### src/rtl/id_ex_stage_if.sv
// ID/EX stage bundle: decoded fields from ID, registered fields to EX,
// plus the hazard stall and bubble/flush counters.
interface id_ex_stage_if #(
    parameter int DATA_W = 32,
    parameter int CNT_W  = 16
);
    logic              flush_i;
    logic              reg_write_i;
    logic              mem_to_reg_i;
    logic              mem_read_i;
    logic              mem_write_i;
    logic              alu_src_i;
    logic [1:0]        alu_op_i;
    logic              reg_dst_i;
    logic              uses_rt_i;
    logic [DATA_W-1:0] data1_i;
    logic [DATA_W-1:0] data2_i;
    logic [DATA_W-1:0] imm_i;
    logic [4:0]        rs_i;
    logic [4:0]        rt_i;
    logic [4:0]        rd_i;

    logic              reg_write_o;
    logic              mem_to_reg_o;
    logic              mem_read_o;
    logic              mem_write_o;
    logic              alu_src_o;
    logic              reg_dst_o;
    logic [1:0]        alu_op_o;
    logic [DATA_W-1:0] data1_o;
    logic [DATA_W-1:0] data2_o;
    logic [DATA_W-1:0] imm_o;
    logic [4:0]        rs_o;
    logic [4:0]        rt_o;
    logic [4:0]        rd_o;
    logic              stall_o;
    logic [CNT_W-1:0]  bubble_cnt_o;
    logic [CNT_W-1:0]  flush_cnt_o;

    modport master (
        output flush_i, reg_write_i, mem_to_reg_i, mem_read_i, mem_write_i,
               alu_src_i, alu_op_i, reg_dst_i, uses_rt_i, data1_i, data2_i,
               imm_i, rs_i, rt_i, rd_i,
        input  reg_write_o, mem_to_reg_o, mem_read_o, mem_write_o, alu_src_o,
               reg_dst_o, alu_op_o, data1_o, data2_o, imm_o, rs_o, rt_o, rd_o,
               stall_o, bubble_cnt_o, flush_cnt_o
    );

    modport slave (
        input  flush_i, reg_write_i, mem_to_reg_i, mem_read_i, mem_write_i,
               alu_src_i, alu_op_i, reg_dst_i, uses_rt_i, data1_i, data2_i,
               imm_i, rs_i, rt_i, rd_i,
        output reg_write_o, mem_to_reg_o, mem_read_o, mem_write_o, alu_src_o,
               reg_dst_o, alu_op_o, data1_o, data2_o, imm_o, rs_o, rt_o, rd_o,
               stall_o, bubble_cnt_o, flush_cnt_o
    );
endinterface

### src/rtl/id_ex_stage.sv
// ID/EX pipeline register with load-use hazard detection, bubble insertion
// and saturating bubble/flush counters.
module id_ex_stage #(
    parameter int DATA_W = 32,
    parameter int CNT_W  = 16
) (
    input  logic         clk_i,
    input  logic         rst_i,
    id_ex_stage_if.slave bus
);
    logic              reg_write_r, mem_to_reg_r, mem_read_r, mem_write_r;
    logic              alu_src_r, reg_dst_r;
    logic [1:0]        alu_op_r;
    logic [DATA_W-1:0] data1_r, data2_r, imm_r;
    logic [4:0]        rs_r, rt_r, rd_r;
    logic [CNT_W-1:0]  bubble_cnt_r, flush_cnt_r;
    logic              stall_s;
    logic              bubble_s;

    function automatic logic [CNT_W-1:0] sat_inc(input logic [CNT_W-1:0] v);
        logic [CNT_W-1:0] r;
        if (&v) begin
            r = v;
        end else begin
            r = v + CNT_W'(1'b1);
        end
        return r;
    endfunction

    // Load-use hazard: the load now in EX writes a register the ID instruction reads.
    always_comb begin
        stall_s  = 1'b0;
        bubble_s = 1'b0;
        if (mem_read_r && (rt_r != 5'd0)) begin
            stall_s = (rt_r == bus.rs_i) || (bus.uses_rt_i && (rt_r == bus.rt_i));
        end else begin
            stall_s = 1'b0;
        end
        bubble_s = bus.flush_i || stall_s;
    end

    // Pipeline register: a bubble zeroes Rs/Rt too so forwarding never matches it.
    always_ff @(posedge clk_i) begin
        if (rst_i || bubble_s) begin
            reg_write_r  <= 1'b0;
            mem_to_reg_r <= 1'b0;
            mem_read_r   <= 1'b0;
            mem_write_r  <= 1'b0;
            alu_src_r    <= 1'b0;
            reg_dst_r    <= 1'b0;
            alu_op_r     <= 2'b00;
            data1_r      <= {DATA_W{1'b0}};
            data2_r      <= {DATA_W{1'b0}};
            imm_r        <= {DATA_W{1'b0}};
            rs_r         <= 5'd0;
            rt_r         <= 5'd0;
            rd_r         <= 5'd0;
        end else begin
            reg_write_r  <= bus.reg_write_i;
            mem_to_reg_r <= bus.mem_to_reg_i;
            mem_read_r   <= bus.mem_read_i;
            mem_write_r  <= bus.mem_write_i;
            alu_src_r    <= bus.alu_src_i;
            reg_dst_r    <= bus.reg_dst_i;
            alu_op_r     <= bus.alu_op_i;
            data1_r      <= bus.data1_i;
            data2_r      <= bus.data2_i;
            imm_r        <= bus.imm_i;
            rs_r         <= bus.rs_i;
            rt_r         <= bus.rt_i;
            rd_r         <= bus.rd_i;
        end
    end

    // Counters: a flush coinciding with a hazard is counted only as a flush.
    always_ff @(posedge clk_i) begin
        if (rst_i) begin
            bubble_cnt_r <= {CNT_W{1'b0}};
            flush_cnt_r  <= {CNT_W{1'b0}};
        end else if (bus.flush_i) begin
            bubble_cnt_r <= bubble_cnt_r;
            flush_cnt_r  <= sat_inc(flush_cnt_r);
        end else if (stall_s) begin
            bubble_cnt_r <= sat_inc(bubble_cnt_r);
            flush_cnt_r  <= flush_cnt_r;
        end else begin
            bubble_cnt_r <= bubble_cnt_r;
            flush_cnt_r  <= flush_cnt_r;
        end
    end

    assign bus.reg_write_o  = reg_write_r;
    assign bus.mem_to_reg_o = mem_to_reg_r;
    assign bus.mem_read_o   = mem_read_r;
    assign bus.mem_write_o  = mem_write_r;
    assign bus.alu_src_o    = alu_src_r;
    assign bus.reg_dst_o    = reg_dst_r;
    assign bus.alu_op_o     = alu_op_r;
    assign bus.data1_o      = data1_r;
    assign bus.data2_o      = data2_r;
    assign bus.imm_o        = imm_r;
    assign bus.rs_o         = rs_r;
    assign bus.rt_o         = rt_r;
    assign bus.rd_o         = rd_r;
    assign bus.stall_o      = stall_s;
    assign bus.bubble_cnt_o = bubble_cnt_r;
    assign bus.flush_cnt_o  = flush_cnt_r;
endmodule

### src/flat_wrapper.sv
// flat-port wrapper written by rule: the top's interface ports become plain ports
module id_ex_stage_flat 
#(
    parameter int DATA_W = 32,
    parameter int CNT_W  = 16
)
  (clk_i, rst_i, bus_flush_i, bus_reg_write_i, bus_mem_to_reg_i, bus_mem_read_i, bus_mem_write_i, bus_alu_src_i, bus_alu_op_i, bus_reg_dst_i, bus_uses_rt_i, bus_data1_i, bus_data2_i, bus_imm_i, bus_rs_i, bus_rt_i, bus_rd_i, bus_reg_write_o, bus_mem_to_reg_o, bus_mem_read_o, bus_mem_write_o, bus_alu_src_o, bus_reg_dst_o, bus_alu_op_o, bus_data1_o, bus_data2_o, bus_imm_o, bus_rs_o, bus_rt_o, bus_rd_o, bus_stall_o, bus_bubble_cnt_o, bus_flush_cnt_o);
  id_ex_stage_if #(.DATA_W(DATA_W), .CNT_W(CNT_W)) bus_i ();
  input  logic clk_i;
  input  logic rst_i;
  input wire logic [$bits(bus_i.flush_i)-1:0] bus_flush_i;
  input wire logic [$bits(bus_i.reg_write_i)-1:0] bus_reg_write_i;
  input wire logic [$bits(bus_i.mem_to_reg_i)-1:0] bus_mem_to_reg_i;
  input wire logic [$bits(bus_i.mem_read_i)-1:0] bus_mem_read_i;
  input wire logic [$bits(bus_i.mem_write_i)-1:0] bus_mem_write_i;
  input wire logic [$bits(bus_i.alu_src_i)-1:0] bus_alu_src_i;
  input wire logic [$bits(bus_i.alu_op_i)-1:0] bus_alu_op_i;
  input wire logic [$bits(bus_i.reg_dst_i)-1:0] bus_reg_dst_i;
  input wire logic [$bits(bus_i.uses_rt_i)-1:0] bus_uses_rt_i;
  input wire logic [$bits(bus_i.data1_i)-1:0] bus_data1_i;
  input wire logic [$bits(bus_i.data2_i)-1:0] bus_data2_i;
  input wire logic [$bits(bus_i.imm_i)-1:0] bus_imm_i;
  input wire logic [$bits(bus_i.rs_i)-1:0] bus_rs_i;
  input wire logic [$bits(bus_i.rt_i)-1:0] bus_rt_i;
  input wire logic [$bits(bus_i.rd_i)-1:0] bus_rd_i;
  output wire logic [$bits(bus_i.reg_write_o)-1:0] bus_reg_write_o;
  output wire logic [$bits(bus_i.mem_to_reg_o)-1:0] bus_mem_to_reg_o;
  output wire logic [$bits(bus_i.mem_read_o)-1:0] bus_mem_read_o;
  output wire logic [$bits(bus_i.mem_write_o)-1:0] bus_mem_write_o;
  output wire logic [$bits(bus_i.alu_src_o)-1:0] bus_alu_src_o;
  output wire logic [$bits(bus_i.reg_dst_o)-1:0] bus_reg_dst_o;
  output wire logic [$bits(bus_i.alu_op_o)-1:0] bus_alu_op_o;
  output wire logic [$bits(bus_i.data1_o)-1:0] bus_data1_o;
  output wire logic [$bits(bus_i.data2_o)-1:0] bus_data2_o;
  output wire logic [$bits(bus_i.imm_o)-1:0] bus_imm_o;
  output wire logic [$bits(bus_i.rs_o)-1:0] bus_rs_o;
  output wire logic [$bits(bus_i.rt_o)-1:0] bus_rt_o;
  output wire logic [$bits(bus_i.rd_o)-1:0] bus_rd_o;
  output wire logic [$bits(bus_i.stall_o)-1:0] bus_stall_o;
  output wire logic [$bits(bus_i.bubble_cnt_o)-1:0] bus_bubble_cnt_o;
  output wire logic [$bits(bus_i.flush_cnt_o)-1:0] bus_flush_cnt_o;
  assign bus_i.flush_i = bus_flush_i;
  assign bus_i.reg_write_i = bus_reg_write_i;
  assign bus_i.mem_to_reg_i = bus_mem_to_reg_i;
  assign bus_i.mem_read_i = bus_mem_read_i;
  assign bus_i.mem_write_i = bus_mem_write_i;
  assign bus_i.alu_src_i = bus_alu_src_i;
  assign bus_i.alu_op_i = bus_alu_op_i;
  assign bus_i.reg_dst_i = bus_reg_dst_i;
  assign bus_i.uses_rt_i = bus_uses_rt_i;
  assign bus_i.data1_i = bus_data1_i;
  assign bus_i.data2_i = bus_data2_i;
  assign bus_i.imm_i = bus_imm_i;
  assign bus_i.rs_i = bus_rs_i;
  assign bus_i.rt_i = bus_rt_i;
  assign bus_i.rd_i = bus_rd_i;
  assign bus_reg_write_o = bus_i.reg_write_o;
  assign bus_mem_to_reg_o = bus_i.mem_to_reg_o;
  assign bus_mem_read_o = bus_i.mem_read_o;
  assign bus_mem_write_o = bus_i.mem_write_o;
  assign bus_alu_src_o = bus_i.alu_src_o;
  assign bus_reg_dst_o = bus_i.reg_dst_o;
  assign bus_alu_op_o = bus_i.alu_op_o;
  assign bus_data1_o = bus_i.data1_o;
  assign bus_data2_o = bus_i.data2_o;
  assign bus_imm_o = bus_i.imm_o;
  assign bus_rs_o = bus_i.rs_o;
  assign bus_rt_o = bus_i.rt_o;
  assign bus_rd_o = bus_i.rd_o;
  assign bus_stall_o = bus_i.stall_o;
  assign bus_bubble_cnt_o = bus_i.bubble_cnt_o;
  assign bus_flush_cnt_o = bus_i.flush_cnt_o;
  id_ex_stage #(.DATA_W(DATA_W), .CNT_W(CNT_W)) u_core (.clk_i(clk_i), .rst_i(rst_i), .bus(bus_i));
endmodule
### config.mk
export PLATFORM = sky130hd
export DESIGN_NAME = id_ex_stage_flat
export DESIGN_NICKNAME = d
export VERILOG_FILES = /design/src/rtl/id_ex_stage_if.sv /design/src/rtl/id_ex_stage.sv /design/src/flat_wrapper.sv
export SDC_FILE = /design/constraint.sdc
export NUM_CORES = 1
export LEC_CHECK = 0
export CORE_AREA = 2 2 109 132
export DETAILED_ROUTE_END_ITERATION = 12
export DIE_AREA = 0 0 111 134
export PLACE_DENSITY = 0.86
export SLEW_MARGIN = 20
export SYNTH_ARGS = -nofsm -noshare
export SYNTH_HDL_FRONTEND = slang
export SYNTH_SLANG_ARGS = --single-unit
### constraint.sdc
create_clock -name clk_i -period 2.5 [get_ports clk_i]
set_input_delay 0.5 -clock clk_i [delete_from_list [all_inputs] [get_ports clk_i]]
set_output_delay 0.5 -clock clk_i [all_outputs]
set_load 0.02 [all_outputs]
Word level (Yosys, flattened, before mapping)
Cells that the tools add are included.
Operators by class
  $add $sub $neg: 2
  equal/unequal tests: 2
  mux-type cells: 1
  bitwise operators: 3
  reduce and logical (&&, ||, !) cells: 10
Operator list (count)
  16-bit by 1-bit adder with 16-bit output (second input constant): 2
  16-bit AND reduction: 2
  5-bit == test: 2
  5-bit nonzero test: 1
  1-bit logical OR: 3
  1-bit NOT: 3
  3-bit AND reduction: 1
  1-bit logical AND: 2
  2-bit AND reduction: 1
  1-bit 2-to-1 mux: 1
Storage, ports and cells
  flip-flop bits (word level): 151
  bits of input ports: 123
  word-level logic and storage cells: 33

Depth between registers and ports, before layout
Gate-level depths: netlist (run 1).
  word-level depth: 6
  depth in mapped cells: 7
  gate-level depth less buffers: 6

Worst setup path before layout (run 1)
OpenSTA, ideal clock, no wires.
  kind: input port to output port
  from: in bus_rt_i[3]
  to: out bus_stall_o
  arrival: 1784 ps
  required time: 2000 ps
  path slack: 216 ps
  cell stages on the path: 6
  cells stage by stage: xor2_1 -> nor4_2 -> a32oi_2 -> buf_6 -> buf_4 -> nor2_1
On the way
  longest elaborated chain between the ends: 4
RTL lines
  start, declared: line flat_wrapper.sv:24  | input wire logic [$bits(bus_i.rt_i)-1:0] bus_rt_i;
  5-bit == test: line id_ex_stage.sv:35  | stall_s = (rt_r == bus.rs_i) || (bus.uses_rt_i && (rt_r == bus.rt_i));
  1-bit logical AND: line id_ex_stage.sv:35
  1-bit logical OR: line id_ex_stage.sv:35
  1-bit 2-to-1 mux: line id_ex_stage.sv:34  | if (mem_read_r && (rt_r != 5'd0)) begin
  end, declared: line flat_wrapper.sv:39  | output wire logic [$bits(bus_i.stall_o)-1:0] bus_stall_o;
Every way passes these cells.

Worst setup path in the final report (run 1)
Same ends and word-level chain as after synthesis.

==> results of run 1 <==
## registers in the layout, indices dropped and copies added (netlist names), 2 cells and up
name and flops:
u_core.bus.alu_op_o 2, u_core.bus.bubble_cnt_o 16, u_core.bus.data1_o 32, u_core.bus.data2_o 32
u_core.bus.flush_cnt_o 16, u_core.bus.imm_o 32, u_core.bus.rd_o 5, u_core.bus.rs_o 5
u_core.bus.rt_o 5
## layout make-up
class / instances / area, um^2
clock buffers: 18 / 429
multi-input cells: 290 / 1950
repair buffers: 284 / 2840
flip-flops and latches: 151 / 3020
clock inverters: 14 / 138
fillers: 1042 / 4990
well taps: 171 / 214
## metal layers
| layer | share of wire, % | up-vias |
|---|---|---|
| li1 | - | 2119 |
| met1 | 35 | 1982 |
| met2 | 53 | 222 |
| met3 | 9.1 | 37 |
| met4 | 3.5 | 0 |
| met5 | 0 | - |
## kinds of logic after synthesis
group                    synth area share (%)
AND/OR/NAND/NOR                          27.1
flip-flops                               58.4
AO/OA/AOI/OAI                            5.25
buffers and inverters                    3.85
XOR/XNOR                                 3.39
multiplexers                             1.50
adder cells (fa/ha/maj)                 0.484
## stage by stage
| step | cells | total power, uW | setup TNS, ns | hold slack (ns) |
|---|---|---|---|---|
| floorplan | 463 | 2810 | 0 | 0.563 |
| global placement | 896 | 3170 | -5.36 | 0.484 |
| detailed placement | 896 | 3180 | -9.76 | 0.499 |
| CTS | 928 | 5640 | 0 | 0.510 |
| global route | 928 | 5770 | 0 | 0.526 |
| finish | 928 | 5570 | 0 | 0.509 |
## layout by cell type (no fill, tap or decap), types with 7 or more instances in the layout
cell,instances
and2_1,119
xor2_1,14
or4_1,7
clkdlybuf4s50_1,273
a21oi_1,12
o31ai_1,7
nand2_1,10
nor2_1,24
dfxtp_1,151
clkbuf_16,17
nand3_1,9
nand4_1,9
buf_4,8
## final timing paths
path / from / to / depth (start not counted)
max: bus_rt_i[3] / bus_stall_o / 6
min: u_core.bus.bubble_cnt_o[10] / u_core.bus.bubble_cnt_o[10] / 2
max reg2reg: u_core.bus.bubble_cnt_o[0] / u_core.bus.bubble_cnt_o[4] / 6
min reg2reg: u_core.bus.bubble_cnt_o[10] / u_core.bus.bubble_cnt_o[10] / 2
## critical path, cell delays in order
cell and delay [ns]:
clkdlybuf4s50_1 0.43, xor2_1 0.16, nor4_2 0.30, a32oi_2 0.15
nor2_1 0.12, clkbuf_2 0.17
## Yosys cell counts (6+ instances only)
library cell  instances
a21oi_1              12
and2_1              119
and4_1                6
buf_6                12
dfxtp_1             151
nand2_1              10
nand3_1               9
nand4_1               9
nor2_1               24
nor2b_1               6
o21ai_0               6
o31ai_1               7
or4_1                 7
xnor2_1               6
xor2_1               14
## where the power goes
group	leakage, uW	switching, uW	internal (uW)
registers	0.00124	29.7	2490
logic	0.00172	248	362
clock network	0.000267	1050	1390
==> results.txt, run 1 <==
status: finished, final reports clean
fin. max-slew vios: 0
arrival time at the worst endpoint: 1.83 ns
Clock Tree Root: clkbuf_16
Final setup viols: 0
EDFF count, synth: 0
M3 GR Usage: 8.45%
row count: 47
Seq cells post-synth: 151
clk_lat worst skew: 0.42 ns
clock sinks: 151
# diodes: 0
WL final: 14.6 mm
Post-DP Area: 0.00803 mm^2
met1 Usage GRT: 17.8%
Post-CTS Hold Fix Bufs: 0
max_cap viols: 0
final period utilization: 93.3%
Worst setup EP type: output port
reg2reg setup slack: 0.41 ns
synth warn: 0
synth top area cells: dfxtp_1, and2_1, buf_6
post-synthesis sequential area ratio: 58.4%
pwr dens: 648 mW/mm^2
dpl ws: -0.272 ns
first-pass GRT wire length: 22.2 mm
IO buf count: 274
CTS H-tree depth: 4
vias per cell: 4.70
overall via count from detail_route: 4,360
largest net degree at the start of global routing: 70
clk_skew: 0.00912 ns
Longest Clk Path Bufs: 2
Final Hold Viols: 0
ys flop type: dfxtp_1
Pleak: 0.00322 uW
global-route met2 utilization: 35.0%
top-level I/O count: 275
GR peak layer: met2
Slew HR: 62.6%
achievable clock frequency: 429 MHz
fraction of layout cells with a size suffix above 1: 7.79%
setup ws final: 0.167 ns
Worst-Margin Slew: 0.555 ns
dominant cell type by area after synthesis: dfxtp_1
crit path launch type: input port
worst setup path class: input port to output port
synthesized area: 0.00517 mm^2
GPL Wtd Cong: 0.838
DRT Pass-1 Iters: 5
total track usage: 19.1%
post-CTS setup buffers: 0
synthesized net count: 588
Die X: 111 um
First DRT Iteration DRCs: 148
top-area cell type share of the netlist area: 58.4%
Worst VDD drop: 0.557 mV
Clk pin slew, worst setup/hold paths: 0.06 ns
# nets final: 869
Layout Utilization: 63.3%
post-synthesis cell count: 463
Congestion Overflow GR: 0
Detailed Place HPWL: 11.1 mm
Area growth syn-to-layout: 66.1%
CTS tree: done
vias in the first global route: 4,483
drt wl/cell: 15.8 um
Tmin final: 2.33 ns
RSZ-0062 raised after global routing: false
TritonCTS Buffers: 17
initial antenna violation count: 0
crit path max fanout: 2
ANT nets after route: 0
Unique masters post-synth: 46
Post-synth ARST share: 0%
Core ar.: 0.0136 mm^2
DRC: 0
Initial Util: 38.1%
Die H: 134 um
syn_area_per_cell: 11.2 um^2
Die ar.: 0.0149 mm^2
CP required: 2.00 ns
Hold/Removal Path Class: register to register
cts repair resizes: 2
post-route cell area: 0.00859 mm^2
Power figures use the tool's default switching activity.
==> inputs of run 2 (changes only) <==
--- a/config.mk
+++ b/config.mk
@@ -7,2 +7,3 @@
 export LEC_CHECK = 0
+export ABC_CLOCK_PERIOD_IN_PS = 2500
 export CORE_AREA = 2 2 109 132
@@ -11,2 +12,3 @@
 export PLACE_DENSITY = 0.86
+export REMOVE_ABC_BUFFERS = 1
 export SLEW_MARGIN = 20
==> constraint.sdc (replaced) <==
create_clock -name clk_i -period 2.5 [get_ports clk_i]
set_input_delay 0.25 -clock clk_i [delete_from_list [all_inputs] [get_ports clk_i]]
set_output_delay 0.25 -clock clk_i [all_outputs]
set_load 0.02 [all_outputs]
==> results.txt, run 2 (synthesized netlist as in run 1, its figures left out) <==
r2r startpoint: u_core.bus.rt_o[1]
Detailed Place HPWL: 11.4 mm
Final Hold Viols: 0
hold slack: 0.386 ns
initial antenna violation count: 0
Cell Count Post-Placement: 891
Congestion Overflow GR: 0
clock sinks: 151
row count: 47
clk_skew: 0.0119 ns
CTS tree: done
overall via count from detail_route: 4,439
# diodes: 0
achievable clock frequency: 435 MHz
status: finished, final reports clean
dpl ws: 0.0492 ns
Die H: 134 um
GPL Wtd Cong: 0.872
fin. max-slew vios: 0
Die X: 111 um
leading cell type in the layout, fill and taps excluded: clkdlybuf4s50_1
slowest stage delay, CP: 0.59 ns
Tmin final: 2.30 ns
Worst setup EP type: output port
Clk pin slew, worst setup/hold paths: 0.06 ns
setup ws final: 0.204 ns
Worst-Margin Slew: 0.575 ns
Core ar.: 0.0136 mm^2
worst setup path class: register to output port
hold path start: bus_imm_i[7]
fillcell total: 1,030
Pleak: 0.00322 uW
vias per cell: 4.81
commonest cells after routing, fill and taps aside: clkdlybuf4s50_1, dfxtp_1, and2_1
routed length on met2: 7.79 mm
vias in the first global route: 4,594
WL final: 14.9 mm
RSZ-0062 raised after global routing: false
DR top layer: met4
met3 wire length: 1.46 mm
TritonCTS Buffers: 17
Hold/Removal Path Class: input port to register
max_cap viols: 0
Top Family by Delay on Critical Path: simple AND/OR/NAND/NOR gates
final cell count without fillers: 923
arrival time at the worst endpoint: 2.05 ns
crit path launch type: register
Cell Chain, Critical Path: or4_4, o21ai_4, nor2_1, dlygate4sd2_1
post-route cell area: 0.00857 mm^2
CTS H-tree depth: 4
drt wl/cell: 16.1 um
top-level I/O count: 275
first-pass GRT wire length: 23.1 mm
Post-DP Area: 0.00799 mm^2
DRT Pass-1 Iters: 4
total track usage: 19.8%
ANT nets after route: 0
WP buf/inv: 1
Area growth syn-to-layout: 65.8%
Clock Tree Root: clkbuf_16
met1 wire length: 5.13 mm
Initial Util: 38.1%
Layout Utilization: 63.1%
pwr dens: 655 mW/mm^2
Slew HR: 61.3%
fraction of layout cells with a size suffix above 1: 7.18%
clk_lat worst skew: 0.42 ns
Final setup viols: 0
IO buf count: 274
# nets final: 864
largest net degree at the start of global routing: 85
DRC: 0
Longest Clk Path Bufs: 2
post-CTS setup buffers: 0
crit path max fanout: 4
Slowest-stage cell, CP: or4_4
final period utilization: 91.9%
Die ar.: 0.0149 mm^2
First DRT Iteration DRCs: 354
Worst setup startpoint: u_core.bus.rt_o[0]
CP required: 2.25 ns
Worst VDD drop: 0.411 mV
## run 2: where the power goes
group	internal (uW)	switching, uW
combinational	358	248
clock	1420	1070
sequential	2490	32.2
total	4270	1350
## run 2: worst reg2reg max path: stages (launching register included)
cell     delay, ns
dfxtp_1       0.52
xor2_1        0.22
nor4_2        0.07
a32oi_2       0.35
buf_4         0.34
o21a_2        0.23
buf_12        0.24
and2_1        0.23
## run 2: final timing paths
kind | end | slack [ns] | cells past startpoint
max | bus_stall_o | 0.20 | 4
min | u_core.bus.imm_o[7] | 0.39 | 2
max reg2reg | u_core.bus.rt_o[1] | 0.26 | 7
min reg2reg | u_core.bus.bubble_cnt_o[10] | 0.52 | 2
## run 2: final cells by class
class | count | area [um^2] | area share (%)
Tap cell | 171 | 214 | 2.50
Clock inverter | 14 | 135 | 1.58
Sequential cell | 151 | 3020 | 35.3
Multi-Input combinational cell | 290 | 1960 | 22.9
Clock buffer | 18 | 439 | 5.12
Timing Repair Buffer | 279 | 2800 | 32.7
## run 2: layer usage
metal,up-vias,track usage [%]
li1,2112,-
met1,2045,19.0
met2,242,36.1
met3,40,8.50
met4,0,10.0
met5,-,0
## run 2: stage by stage
step,TNS [ns],power [uW]
2_1_floorplan,-95.46,2770
3_5_place_dp,0,3180
5_1_grt,0,5820
4_1_cts,0,5690
3_3_place_gp,0,3170
6_report,0,5610
## run 2: repair_timing
action | in CTS | in global routing
hold endpoints to repair | 0 | 0
setup endpoints to repair | 1 | 0
gates resized for setup | 2 | 0
hold buffers | 0 | 0
